[src/rtl/pif_efb_i2c_responder.sv]
//------------------------------------------------------------------------------
// pif_efb_i2c_responder
// Wishbone slave standing in for the EFB primary-I2C registers (CMDR/TXDR/SR/RXDR),
// with host-side byte FIFOs in place of the I2C pins.
// Rev 1.0 - initial release
//------------------------------------------------------------------------------
`default_nettype none

module pif_efb_i2c_responder #(
  parameter int ACK_WAIT   = 1,
  parameter int FIFO_DEPTH = 4
) (
  input  logic       xclk,
  input  logic       sys_rst,
  input  logic       wb_cyc_i,
  input  logic       wb_stb_i,
  input  logic       wb_we_i,
  input  logic [7:0] wb_adr_i,
  input  logic [7:0] wb_dat_i,
  output logic [7:0] wb_dat_o,
  output logic       wb_ack_o,
  input  logic       bus_busy_i,
  input  logic       slave_tx_i,
  input  logic       rx_valid_i,
  input  logic [7:0] rx_data_i,
  output logic       rx_ready_o,
  output logic       tx_valid_o,
  output logic [7:0] tx_data_o,
  input  logic       tx_ready_i,
  input  logic       tx_nak_i
);

  localparam int          AW        = $clog2(FIFO_DEPTH);
  localparam logic [AW:0] FULL_CNT  = (AW+1)'(FIFO_DEPTH);
  localparam logic [2:0]  WAIT_LAST = 3'((ACK_WAIT > 0) ? ACK_WAIT - 1 : 0);
  localparam logic [7:0]  ADR_CMDR  = 8'h41;
  localparam logic [7:0]  ADR_TXDR  = 8'h44;
  localparam logic [7:0]  ADR_SR    = 8'h45;
  localparam logic [7:0]  ADR_RXDR  = 8'h47;

  typedef enum logic [1:0] {S_IDLE = 2'd0, S_WAIT = 2'd1, S_ACK = 2'd2} state_t;

  state_t      state_q, state_d;
  logic [2:0]  cnt_q, cnt_d;
  logic [7:0]  adr_q, adr_d, wdat_q, wdat_d, dat_q, dat_d, cmdr_q, cmdr_d;
  logic        we_q, we_d, rarc_q, rarc_d, troe_q, troe_d, busy_q, busy_d;
  logic [7:0]  rx_mem_q [FIFO_DEPTH];
  logic [7:0]  rx_mem_d [FIFO_DEPTH];
  logic [7:0]  tx_mem_q [FIFO_DEPTH];
  logic [7:0]  tx_mem_d [FIFO_DEPTH];
  logic [AW-1:0] rx_rd_q, rx_rd_d, rx_wr_q, rx_wr_d, tx_rd_q, tx_rd_d, tx_wr_q, tx_wr_d;
  logic [AW:0]   rx_cnt_q, rx_cnt_d, tx_cnt_q, tx_cnt_d;

  logic       stb, access, acc_we, rd_rx, wr_tx, rd_sr;
  logic       rx_full, rx_nempty, tx_full, tx_nempty;
  logic       rx_push, rx_ovf, tx_pop, tx_push, tx_ovf;
  logic [7:0] acc_adr, acc_dat, sr;

  assign stb       = wb_cyc_i & wb_stb_i;
  assign rx_full   = (rx_cnt_q == FULL_CNT);
  assign rx_nempty = (rx_cnt_q != '0);
  assign tx_full   = (tx_cnt_q == FULL_CNT);
  assign tx_nempty = (tx_cnt_q != '0);

  assign wb_ack_o   = (state_q == S_ACK);
  assign wb_dat_o   = dat_q;
  assign rx_ready_o = ~rx_full;
  assign tx_valid_o = tx_nempty;
  assign tx_data_o  = tx_nempty ? tx_mem_q[tx_rd_q] : 8'h00;

  always_comb begin
    state_d  = state_q;
    cnt_d    = cnt_q;
    adr_d    = adr_q;
    we_d     = we_q;
    wdat_d   = wdat_q;
    dat_d    = dat_q;
    cmdr_d   = cmdr_q;
    rarc_d   = rarc_q;
    troe_d   = troe_q;
    busy_d   = bus_busy_i;
    rx_mem_d = rx_mem_q;
    tx_mem_d = tx_mem_q;
    rx_rd_d  = rx_rd_q;
    rx_wr_d  = rx_wr_q;
    tx_rd_d  = tx_rd_q;
    tx_wr_d  = tx_wr_q;
    rx_cnt_d = rx_cnt_q;
    tx_cnt_d = tx_cnt_q;
    access   = 1'b0;
    acc_adr  = adr_q;
    acc_we   = we_q;
    acc_dat  = wdat_q;

    // The access commits on the edge that enters S_ACK, so the ack cycle
    // already presents the read data and the effects of the access.
    case (state_q)
      S_IDLE: begin
        if (stb) begin
          adr_d  = wb_adr_i;
          we_d   = wb_we_i;
          wdat_d = wb_dat_i;
          cnt_d  = 3'd0;
          if (ACK_WAIT == 0) begin
            access  = 1'b1;
            acc_adr = wb_adr_i;
            acc_we  = wb_we_i;
            acc_dat = wb_dat_i;
            state_d = S_ACK;
          end else begin
            state_d = S_WAIT;
          end
        end
      end
      S_WAIT: begin
        if (!stb) begin
          state_d = S_IDLE;
        end else if (cnt_q == WAIT_LAST) begin
          access  = 1'b1;
          state_d = S_ACK;
        end else begin
          cnt_d = cnt_q + 3'd1;
        end
      end
      default: state_d = S_IDLE;
    endcase

    rd_rx   = access & ~acc_we & (acc_adr == ADR_RXDR) & rx_nempty;
    rd_sr   = access & ~acc_we & (acc_adr == ADR_SR);
    wr_tx   = access & acc_we & (acc_adr == ADR_TXDR);
    tx_pop  = tx_nempty & tx_ready_i;
    tx_push = wr_tx & (~tx_full | tx_pop);
    tx_ovf  = wr_tx & tx_full & ~tx_pop;
    rx_push = rx_valid_i & (~rx_full | rd_rx);
    rx_ovf  = rx_valid_i & rx_full & ~rd_rx;
    sr      = {tx_nempty, bus_busy_i, rarc_q, slave_tx_i, 1'b0,
               (slave_tx_i ? ~tx_full : rx_nempty), troe_q, 1'b0};

    if (access && !acc_we) begin
      case (acc_adr)
        ADR_CMDR: dat_d = cmdr_q;
        ADR_SR:   dat_d = sr;
        ADR_RXDR: dat_d = rx_nempty ? rx_mem_q[rx_rd_q] : 8'h00;
        default:  dat_d = 8'h00;
      endcase
    end
    if (access && acc_we && (acc_adr == ADR_CMDR)) cmdr_d = acc_dat;

    if (rx_push) begin
      rx_mem_d[rx_wr_q] = rx_data_i;
      rx_wr_d           = rx_wr_q + 1'b1;
    end
    if (rd_rx) rx_rd_d = rx_rd_q + 1'b1;
    case ({rx_push, rd_rx})
      2'b10:   rx_cnt_d = rx_cnt_q + 1'b1;
      2'b01:   rx_cnt_d = rx_cnt_q - 1'b1;
      default: rx_cnt_d = rx_cnt_q;
    endcase

    if (tx_push) begin
      tx_mem_d[tx_wr_q] = acc_dat;
      tx_wr_d           = tx_wr_q + 1'b1;
    end
    if (tx_pop) tx_rd_d = tx_rd_q + 1'b1;
    case ({tx_push, tx_pop})
      2'b10:   tx_cnt_d = tx_cnt_q + 1'b1;
      2'b01:   tx_cnt_d = tx_cnt_q - 1'b1;
      default: tx_cnt_d = tx_cnt_q;
    endcase

    // Sticky flags: a set in the same cycle as a clear takes priority.
    if (tx_nak_i)                             rarc_d = 1'b1;
    else if (wr_tx || (busy_q && !bus_busy_i)) rarc_d = 1'b0;
    if (rx_ovf || tx_ovf) troe_d = 1'b1;
    else if (rd_sr)       troe_d = 1'b0;
  end

  always_ff @(posedge xclk) begin
    if (sys_rst) begin
      state_q  <= S_IDLE;
      cnt_q    <= 3'd0;
      adr_q    <= 8'h00;
      we_q     <= 1'b0;
      wdat_q   <= 8'h00;
      dat_q    <= 8'h00;
      cmdr_q   <= 8'h00;
      rarc_q   <= 1'b0;
      troe_q   <= 1'b0;
      busy_q   <= 1'b0;
      rx_mem_q <= '{default: 8'h00};
      tx_mem_q <= '{default: 8'h00};
      rx_rd_q  <= '0;
      rx_wr_q  <= '0;
      tx_rd_q  <= '0;
      tx_wr_q  <= '0;
      rx_cnt_q <= '0;
      tx_cnt_q <= '0;
    end else begin
      state_q  <= state_d;
      cnt_q    <= cnt_d;
      adr_q    <= adr_d;
      we_q     <= we_d;
      wdat_q   <= wdat_d;
      dat_q    <= dat_d;
      cmdr_q   <= cmdr_d;
      rarc_q   <= rarc_d;
      troe_q   <= troe_d;
      busy_q   <= busy_d;
      rx_mem_q <= rx_mem_d;
      tx_mem_q <= tx_mem_d;
      rx_rd_q  <= rx_rd_d;
      rx_wr_q  <= rx_wr_d;
      tx_rd_q  <= tx_rd_d;
      tx_wr_q  <= tx_wr_d;
      rx_cnt_q <= rx_cnt_d;
      tx_cnt_q <= tx_cnt_d;
    end
  end

endmodule

`default_nettype wire

[config.mk]
export PLATFORM = sky130hd
export DESIGN_NAME = pif_efb_i2c_responder
export DESIGN_NICKNAME = d
export VERILOG_FILES = /design/src/rtl/pif_efb_i2c_responder.sv
export SDC_FILE = /design/constraint.sdc
export NUM_CORES = 1
export LEC_CHECK = 0
export CAP_MARGIN = 0
export CORE_MARGIN = 2
export CORE_UTILIZATION = 60
export DETAILED_ROUTE_END_ITERATION = 10
export GPL_ROUTABILITY_DRIVEN = 0
export PLACE_DENSITY = 0.8
export SKIP_LAST_GASP = 1
export SLEW_MARGIN = 15
export SYNTH_ARGS = -nofsm -noshare
export SYNTH_HDL_FRONTEND = slang
export SYNTH_SLANG_ARGS = --single-unit
export TNS_END_PERCENT = 100
[constraint.sdc]
create_clock -name xclk -period 6.9 [get_ports xclk]
set_input_delay 1.035 -clock xclk [delete_from_list [all_inputs] [get_ports xclk]]
set_output_delay 1.035 -clock xclk [all_outputs]
set_load 0.1 [all_outputs]
Word level (Yosys, flattened, before mapping)
Index checks and enable logic that the tools add are counted.
{"block": "totals", "register_bits": 119, "inputBits": 34, "word_cells": 135}
{"block": "op_classes", "addsub": 9, "magnitude_cmp": 6, "n_eq_ne": 16, "n_mux": 33, "n_bitwise": 25, "n_reduce_logical": 22}
{"op": "32-bit bitwise mux", "count": 2}
{"op": "8-bit 2-to-1 mux", "count": 8}
{"op": "8-bit binary-select mux with 2-bit select", "count": 2}
{"op": "8-bit demux with 2-bit select", "count": 2}
{"op": "8-bit by 7-bit equality test with 1-bit output, second input constant", "count": 4}
{"op": "8-bit one-hot mux with 3 select lines", "count": 1}
{"op": "3-bit one-hot mux with 2 select lines", "count": 3}
{"op": "1-bit bitwise AND", "count": 14}
{"op": "3-bit greater-or-equal comparator, second input constant", "count": 4}
{"op": "2-bit inverter with 3-bit output", "count": 4}
{"op": "2-bit nonzero test", "count": 5}
{"op": "3-bit by 1-bit adder with 3-bit output, second input constant", "count": 3}
{"op": "3-bit 2-to-1 mux", "count": 3}
{"op": "2-bit by 1-bit adder with 2-bit output, second input constant", "count": 4}
{"op": "1-bit 2-to-1 mux", "count": 8}
{"op": "2-bit by 1-bit equality test with 1-bit output, second input constant", "count": 3}
{"op": "2-bit equality test, second input constant", "count": 3}
{"op": "3-bit equality test, second input constant", "count": 2}
{"op": "1-bit logical AND", "count": 6}
{"op": "3-bit by 1-bit < comparator with 1-bit output, second input constant", "count": 2}
{"op": "2-bit 2-to-1 mux", "count": 3}
{"op": "2-bit != test, second input constant", "count": 3}
{"op": "3-bit nonzero test", "count": 2}
{"op": "3-bit by 1-bit subtractor with 3-bit output, second input constant", "count": 2}
{"op": "10 further kinds", "count": 18}

Logic depth before layout (Yosys ltp)
Gate-level depths: netlist (run 1).
{"block": "logic_depth", "depth_word": 11, "mapped_depth": 10, "ltp_nobuf": 10}

Worst setup path after synthesis (run 1)
No wires, ideal clock.
{"block": "synth_path", "kind": "reg2out", "from": "register tx_cnt_q[0]", "to": "output tx_data_o[0]", "arrival_time_ns": 2.352, "path_slack_ns": 3.513, "stages_incl_launch_ff": 4, "n_path_buf": 1, "path_cell_list": "dfxtp_1 or3_1 clkbuf_1 and2_1"}
{"block": "synth_via", "elab_chain_cells": 2}
{"item": "start, declared", "line": "52", "rtl": "logic [AW:0] rx_cnt_q, rx_cnt_d, tx_cnt_q, tx_cnt_d;"}
{"item": "start signal, assigned", "line": "216", "rtl": "tx_cnt_q <= tx_cnt_d;"}
{"item": "3-bit nonzero test", "line": "63", "rtl": "assign tx_nempty = (tx_cnt_q != '0);"}
{"item": "net tx_valid_o", "line": "27", "rtl": "output logic tx_valid_o,"}
{"item": "8-bit 2-to-1 mux", "line": "69", "rtl": "assign tx_data_o = tx_nempty ? tx_mem_q[tx_rd_q] : 8'h00;"}
{"item": "end, declared", "line": "28", "rtl": "output logic [7:0] tx_data_o,"}
The timed path passes the listed nets, and every way through them passes these cells.

Worst setup path after layout (run 1)
{"block": "layout_path", "from": "register tx_rd_q[0]", "to": "output tx_data_o[2]"}
{"block": "layout_via", "elab_chain_cells": 5}
{"item": "start, declared", "line": "51", "rtl": "logic [AW-1:0] rx_rd_q, rx_rd_d, rx_wr_q, rx_wr_d, tx_rd_q, tx_rd_d, tx_wr_q, tx_wr_d;"}
{"item": "start signal, assigned", "line": "213", "rtl": "tx_rd_q <= tx_rd_d;"}
{"item": "2-bit inverter with 3-bit output (not written as such)", "line": "69"}
{"item": "8-bit binary-select mux with 2-bit select", "line": "69"}
{"item": "8-bit 2-to-1 mux (not written as such) (2 in series)", "line": "69"}
{"item": "8-bit 2-to-1 mux", "line": "69"}
No other way between the ends. The select of a mux whose other input is x is not followed.

==> metrics.md, run 1 <==
| Metric | Value |
|---|---|
| Syn avg cell area | 8.83 um^2 |
| Dpl cells | 756 |
| Post-route insts no fill | 787 |
| Top post-synthesis cells by area | dfxtp_1 42%, a21oi_1 7.9%, nand3_1 6.8%, mux4_2 6.4%, nand2_1 5.4% |
| Cell count after synthesis | 635 |
| Total grt overflow | 0 |
| Fin crit period | 3.99 ns |
| Inserted Clock Buffers | 17 |
| Post-CTS sizing | 0 |
| DP HPWL | 9.15 mm |
| DRT Pass-1 Iters | 5 |
| Port Buffers | 52 |
| Synth top area share | 0.425 |
| HP Class | reg -> reg |
| Synth Register Bits | 119 |
| Clock input transition at the sequential cells of the worst setup and hold paths | 0.06 ns |
| Wire length per cell | 17.9 um |
| Synthesized cell area | 0.00561 mm^2 |
| PD cells | 287 mW/mm^2 |
| Post-synthesis async set-or-reset flop share | 0 |
| Number of synthesized flops with an enable pin | 0 |
| Vias per cell | 6.26 |
| MaxCap Viol Count | 0 |
| Peak supply drop | 203 uV |
| Yosys warns | 0 |
| IO Pins | 53 |
| Final WL | 14.1 mm |
| Pwr Total | 1.93 mW |
| Area Overhead vs Synth | 19.6% |
| Die height | 101 um |
| Skew-Pair Late Insertion Delay | 0.52 ns |
| Rows | 35 |
| Final Hold Viols | 0 |
| Post-CTS Hold Fix Bufs | 0 |
| Final Skew | 0.00965 ns |
| Worst-margin pin slew | 1.09 ns |
| Vias in the first global route | 4732 |
| CP Max Fanout | 10 |
| Met2 WL post-DR | 7.36 mm |
| Max H-tree Level | 4 |
| CTS sink count | 119 |
| Core ar. | 0.00915 mm^2 |
| DR vias | 4929 |
| Setup CP Type | reg -> out |
| Fin nets | 710 |
| Area of placed instances | 0.00608 mm^2 |
| Die Span X | 101 um |
| Slowest cell on the critical path | clkdlybuf4s50_1 |
| Final worst-path cycle share | 0.579 |
| DRC viols | 0 |
| Routed wire length on met3 | 967 um |
| Crit-path cells | mux4_2, and2_1, clkdlybuf4s50_1 |
| Max-slew violations | 0 |
| Final Util | 0.733 |
| GRT Total Usage | 0.286 |
| Antenna-violating nets left | 0 |
| Status | complete, no violations |
| Initial antenna violation count | 0 |
| Max clock buf depth | 2 |
| Die area | 0.0101 mm^2 |
| N_diodes | 0 |
| First-pass GRT wire length | 22.9 mm |
| Setup bufs post-CTS | 0 |
| Initial Util | 0.613 |
| Final-report setup violation count | 0 |
| CTS tree | built |
| Yosys cell types | 58 |
| CP Data Required Time | 5.86 ns |
| Crit path largest cell delay | 0.96 ns |
| M1 WL | 5.49 mm |
| Max Fclk | 250 MHz |
| Max Used Layer | met4 |
| Leak | 2.30 nW |
| CP Launch Type | flip-flop |
| Register area share after synthesis | 0.425 |
| Post-route cell area | 0.00671 mm^2 |
| Initial DRC count | 342 |
| CTS Root Cell | clkbuf_8 |
| Largest net degree at the start of global routing | 81 |
| R2R setup slack | 3.95 ns |
| Syn Nets | 681 |
| Main synth FF type | dfxtp_1 |
| Post-Route Setup TNS | 0 ns |
| RSZ-0062 raised after global routing | false |
| Endpoint class of the critical path | primary output |
| WP data arrival | 2.96 ns |
| Layout cells sized above 1 | 0.0917 |
| Yosys top cell by area | dfxtp_1 |
| Relative slew slack | 0.271 |
-- area by class of cell --
type / instances / area (um^2)
fill: 648 / 2440
sequential: 119 / 2380
multi-input combinational: 450 / 2940
inverter: 21 / 78.8
clock buffer: 23 / 457
tap: 111 / 139
clock inverter: 8 / 170
timing repair buffer: 55 / 541
-- critical path: cells and delay by family (launching register included) --
kind | cells | cell delay [ns]
flip-flops | 1 | 0.72
buffers and inverters | 1 | 0.96
multiplexers | 1 | 0.58
AND/OR/NAND/NOR | 1 | 0.17
-- synth_stat cells (4+ instances only) --
| cell type | instances |
|---|---|
| and2_1 | 11 |
| and3_1 | 4 |
| nor3_1 | 6 |
| or3_1 | 4 |
| inv_1 | 21 |
| buf_4 | 4 |
| clkbuf_1 | 33 |
| mux2i_1 | 14 |
| nand3_1 | 76 |
| a21oi_1 | 89 |
| nor2_1 | 32 |
| a22o_1 | 6 |
| nand2b_1 | 5 |
| o22ai_1 | 5 |
| nand2_1 | 81 |
| ha_1 | 10 |
| dfxtp_1 | 119 |
| mux4_2 | 16 |
| o211ai_1 | 32 |
| nor2b_1 | 7 |
-- power by group --
| group | switching, mW | internal, mW | leakage (nW) |
|---|---|---|---|
| Sequential | 0.0383 | 0.711 | 0.964 |
| Combinational | 0.142 | 0.0875 | 1.03 |
| Clock | 0.307 | 0.640 | 0.298 |
| Total | 0.488 | 1.44 | 2.30 |
-- registers in the layout, indices dropped and copies added, names as in the netlist, 2 cells and up --
signal / count
cmdr_q: 8
tx_wr_q: 2
rx_mem_q: 32
tx_cnt_q: 3
tx_mem_q: 32
acc_adr: 8
cnt_q: 3
rx_wr_q: 2
tx_rd_q: 2
acc_dat: 8
state_q: 2
rx_cnt_q: 3
rx_rd_q: 2
wb_dat_o: 8
-- cells in the final DEF, fill, tap and decap left out, types with 3 or more instances in the layout --
cell type	n
dfxtp_1	119
a21oi_1	89
buf_4	4
bufinv_16	5
mux4_2	16
nor2_1	31
nand2b_1	5
clkdlybuf4s50_1	51
o211ai_1	32
mux2_1	3
mux2i_1	14
nor2b_1	7
nand2_1	81
clkbuf_1	4
nand3_1	76
o21ai_0	3
nor4b_1	3
xnor2_1	3
or3_1	4
o22ai_1	5
ha_1	10
a22o_1	6
and2_1	10
nor3_1	6
xor2_1	3
clkbuf_8	3
inv_1	21
and3_1	4
clkbuf_16	16
-- cells by family after synthesis --
logic type | share of synthesized area
xor+xnor | 0.00937
mux | 0.0973
compound gates | 0.162
fa+ha+maj | 0.0295
buf+inv | 0.0513
flops | 0.425
simple gates | 0.226
-- worst paths after layout --
| check | cells past startpoint | endpoint | from |
|---|---|---|---|
| worst min register to register | 2 | tx_mem_q[4] | tx_mem_q[4] |
| worst min-delay path | 2 | tx_mem_q[4] | tx_mem_q[4] |
| worst max register to register | 8 | rx_cnt_q[2] | acc_adr[4] |
| worst max-delay path | 3 | tx_data_o[2] | tx_rd_q[0] |
-- metrics by stage --
step,setup slack (ns),hold WS [ns]
2_1_floorplan,3.51,0.433
3_3_place_gp,3.05,0.439
3_5_place_dp,2.91,0.447
4_1_cts,2.86,0.454
5_1_grt,2.77,0.467
6_report,2.91,0.453
-- metal layers --
metal | vias up | GRT usage
li1 | 2327 | -
met1 | 2354 | 0.352
met2 | 215 | 0.491
met3 | 33 | 0.0569
met4 | 0 | 0.118
met5 | - | 0
No activity file was read; power rests on OpenSTA's default activity.
==> run 2: changes to the inputs <==
--- a/config.mk
+++ b/config.mk
@@ -7,10 +7,10 @@
 export LEC_CHECK = 0
 export CAP_MARGIN = 0
 export CORE_MARGIN = 2
-export CORE_UTILIZATION = 60
+export CORE_UTILIZATION = 57
 export DETAILED_ROUTE_END_ITERATION = 10
 export GPL_ROUTABILITY_DRIVEN = 0
-export PLACE_DENSITY = 0.8
+export PLACE_DENSITY = 0.76
 export SKIP_LAST_GASP = 1
 export SLEW_MARGIN = 15
 export SYNTH_ARGS = -nofsm -noshare
==> constraint.sdc (replaced) <==
create_clock -name xclk -period 3.8 [get_ports xclk]
set_input_delay 0.57 -clock xclk [delete_from_list [all_inputs] [get_ports xclk]]
set_output_delay 0.57 -clock xclk [all_outputs]
set_load 0.1 [all_outputs]
==> run 2 against run 1 <==
- cell area rose by 0.50%
- total power grew 80%
- first-iteration DRC count down 15%
- die area up 5.1%
- combinational power up 82%
- clock power up 78%
- critical path type unchanged
==> metrics.md, run 2 (synthesis gave the netlist of run 1 again) <==
| Metric | Value |
|---|---|
| Clock Power Share | 0.486 (-0.006) |
| Initial Util | 0.582 (-0.0309) |
| Met2 WL post-DR | 7.48 mm (+1.7%) |
| Final Skew | 0.00807 ns (-0.00158 ns) |
| CP Max Fanout | 6 (-4) |
| M1 WL | 5.45 mm (-0.76%) |
| Antenna-violating nets left | 0 (unchanged) |
| PD cells | 514 mW/mm^2 (+79%) |
| Largest net degree at the start of global routing | 50 (-38%) |
| DRC viols | 0 (unchanged) |
| Wire length per cell | 17.1 um (-4.6%) |
| Final WL | 13.9 mm (-1.4%) |
| Clock input transition at the sequential cells of the worst setup and hold paths | 0.06 ns (about the same) |
| N_diodes | 0 (unchanged) |
| DR vias | 4789 (-2.8%) |
| GRT Total Usage | 0.273 (-0.0134) |
| Rows | 36 (+2.9%) |
| Max clock buf depth | 2 (unchanged) |
| Area Overhead vs Synth | 20.2% |
| Initial DRC count | 292 (-15%) |
| Post-CTS sizing | 0 (unchanged) |
| Worst-margin pin slew | 0.980 ns (-0.109 ns) |
| Dpl cells | 782 (+3.4%) |
| Die Span X | 103 um (+2.5%) |
| Inserted Clock Buffers | 17 (unchanged) |
| Total grt overflow | 0 (unchanged) |
| Vias per cell | 5.88 (-6.1%) |
| NetSw | 0.928 mW (+90%) |
| Leak | 2.32 nW (+1.2%) |
| IO Pins | 53 (unchanged) |
| Fin crit period | 3.17 ns |
| Max Fclk | 315 MHz |
| Setup CP Type | reg -> out |
| Max H-tree Level | 4 (unchanged) |
| Sequential Power Share | 0.393 (+0.004) |
| Core ar. | 0.00964 mm^2 (+5.3%) |
| Vias in the first global route | 4676 (-1.2%) |
| Initial antenna violation count | 0 (unchanged) |
| Setup bufs post-CTS | 0 (unchanged) |
| Post-route insts no fill | 814 (+3.4%) |
| Final-report setup violation count | 0 (unchanged) |
| WP data arrival | 2.60 ns (-0.36 ns) |
| Port Buffers | 52 (unchanged) |
| Most frequent cells in the layout | 119 x dfxtp_1, 89 x a21oi_1, 81 x nand2_1 |
| Peak supply drop | 477 uV (+130%) |
| Post-route cell area | 0.00674 mm^2 (+0.50%) |
| Die area | 0.0106 mm^2 (+5.1%) |
| Final worst-path cycle share | 0.835 |
| CTS tree | built |
| Largest regs | rx_mem_q x32, tx_mem_q x32 |
| Sw frac | 0.267 (+0.0143) |
| CP Data Required Time | 3.23 ns (-2.63 ns) |
| Max Used Layer | met4 |
| Max-slew violations | 0 (unchanged) |
| DP HPWL | 9.18 mm (+0.36%) |
| Power share of the combinational group | 0.121 (+0.002) |
| Layout cells sized above 1 | 0.113 (+0.0214) |
| First-pass GRT wire length | 22.4 mm (-1.9%) |
| HP Class | reg -> reg |
| DRT Pass-1 Iters | 5 (unchanged) |
| Cell-internal power | 2.54 mW (+77%) |
| Skew-Pair Late Insertion Delay | 0.51 ns (about the same) |
| Final Hold Viols | 0 (unchanged) |
| RSZ-0062 raised after global routing | false |
| CTS Root Cell | clkbuf_8 |
| MaxCap Viol Count | 0 (unchanged) |
| Routed wire length on met3 | 753 um (-22%) |
| CTS sink count | 119 (unchanged) |
| Post-Route Setup TNS | 0 ns (unchanged) |
| Setup ws final | 0.628 ns (-2.28 ns) |
| Status | complete, no violations |
| Area of placed instances | 0.00612 mm^2 (+0.62%) |
| Die height | 103 um (+2.5%) |
| DP Worst Slack | 0.552 ns (-2.35 ns) |
| Post-CTS Hold Fix Bufs | 0 (unchanged) |
| Endpoint class of the critical path | primary output |
| CP Launch Type | flip-flop |
| Relative slew slack | 0.344 (+0.0735) |
| Fin nets | 714 (+0.56%) |
| Most common cell after layout, fill and taps aside | dfxtp_1 |
-- run 2: metal layers --
metal | global-route usage | vias to the layer above
met2 | 0.484 | 172
li1 | - | 2345
met4 | 0.112 | 0
met1 | 0.326 | 2253
met3 | 0.0497 | 19
met5 | 0 | -
-- run 2: worst paths after layout --
check	from	slack (ns)	end	cells past startpoint
max	rx_cnt_q[2]	0.63	rx_ready_o	3
max reg2reg	acc_adr[4]	0.89	rx_cnt_q[2]	8
min reg2reg	tx_mem_q[6]	0.45	tx_mem_q[6]	2
min	tx_mem_q[6]	0.45	tx_mem_q[6]	2
-- run 2: stage by stage --
step	hold WS, ns	utilization	power (mW)
floorplan	0.433	-	1.67
CTS	0.441	0.700	3.48
detailed placement	0.446	0.635	1.80
global route	0.466	0.700	3.58
finish	0.452	0.700	3.47
global placement	0.438	0.635	1.79
-- run 2: worst max-delay path: stages (launching register included) --
cell             delay (ns)
dfxtp_1                0.44
nor3b_1                0.54
inv_1                  0.10
clkdlybuf4s50_1        1.00
-- run 2: layout make-up --
type / count / area (um^2)
Sequential cell: 119 / 2380
Clock buffer: 19 / 432
Multi-Input combinational cell: 450 / 2940
Tap cell: 133 / 166
Inverter: 21 / 78.8
Clock inverter: 13 / 193
Fill cell: 796 / 2900
Timing Repair Buffer: 59 / 551
-- run 2: power groups by stage --
stage	clock network [mW]	registers, mW	logic, mW
finish	1.69	1.36	0.418
global route	1.75	1.37	0.454
CTS	1.70	1.36	0.419
detailed placement	0	1.39	0.415
global placement	0	1.38	0.404
floorplan	0	1.34	0.327
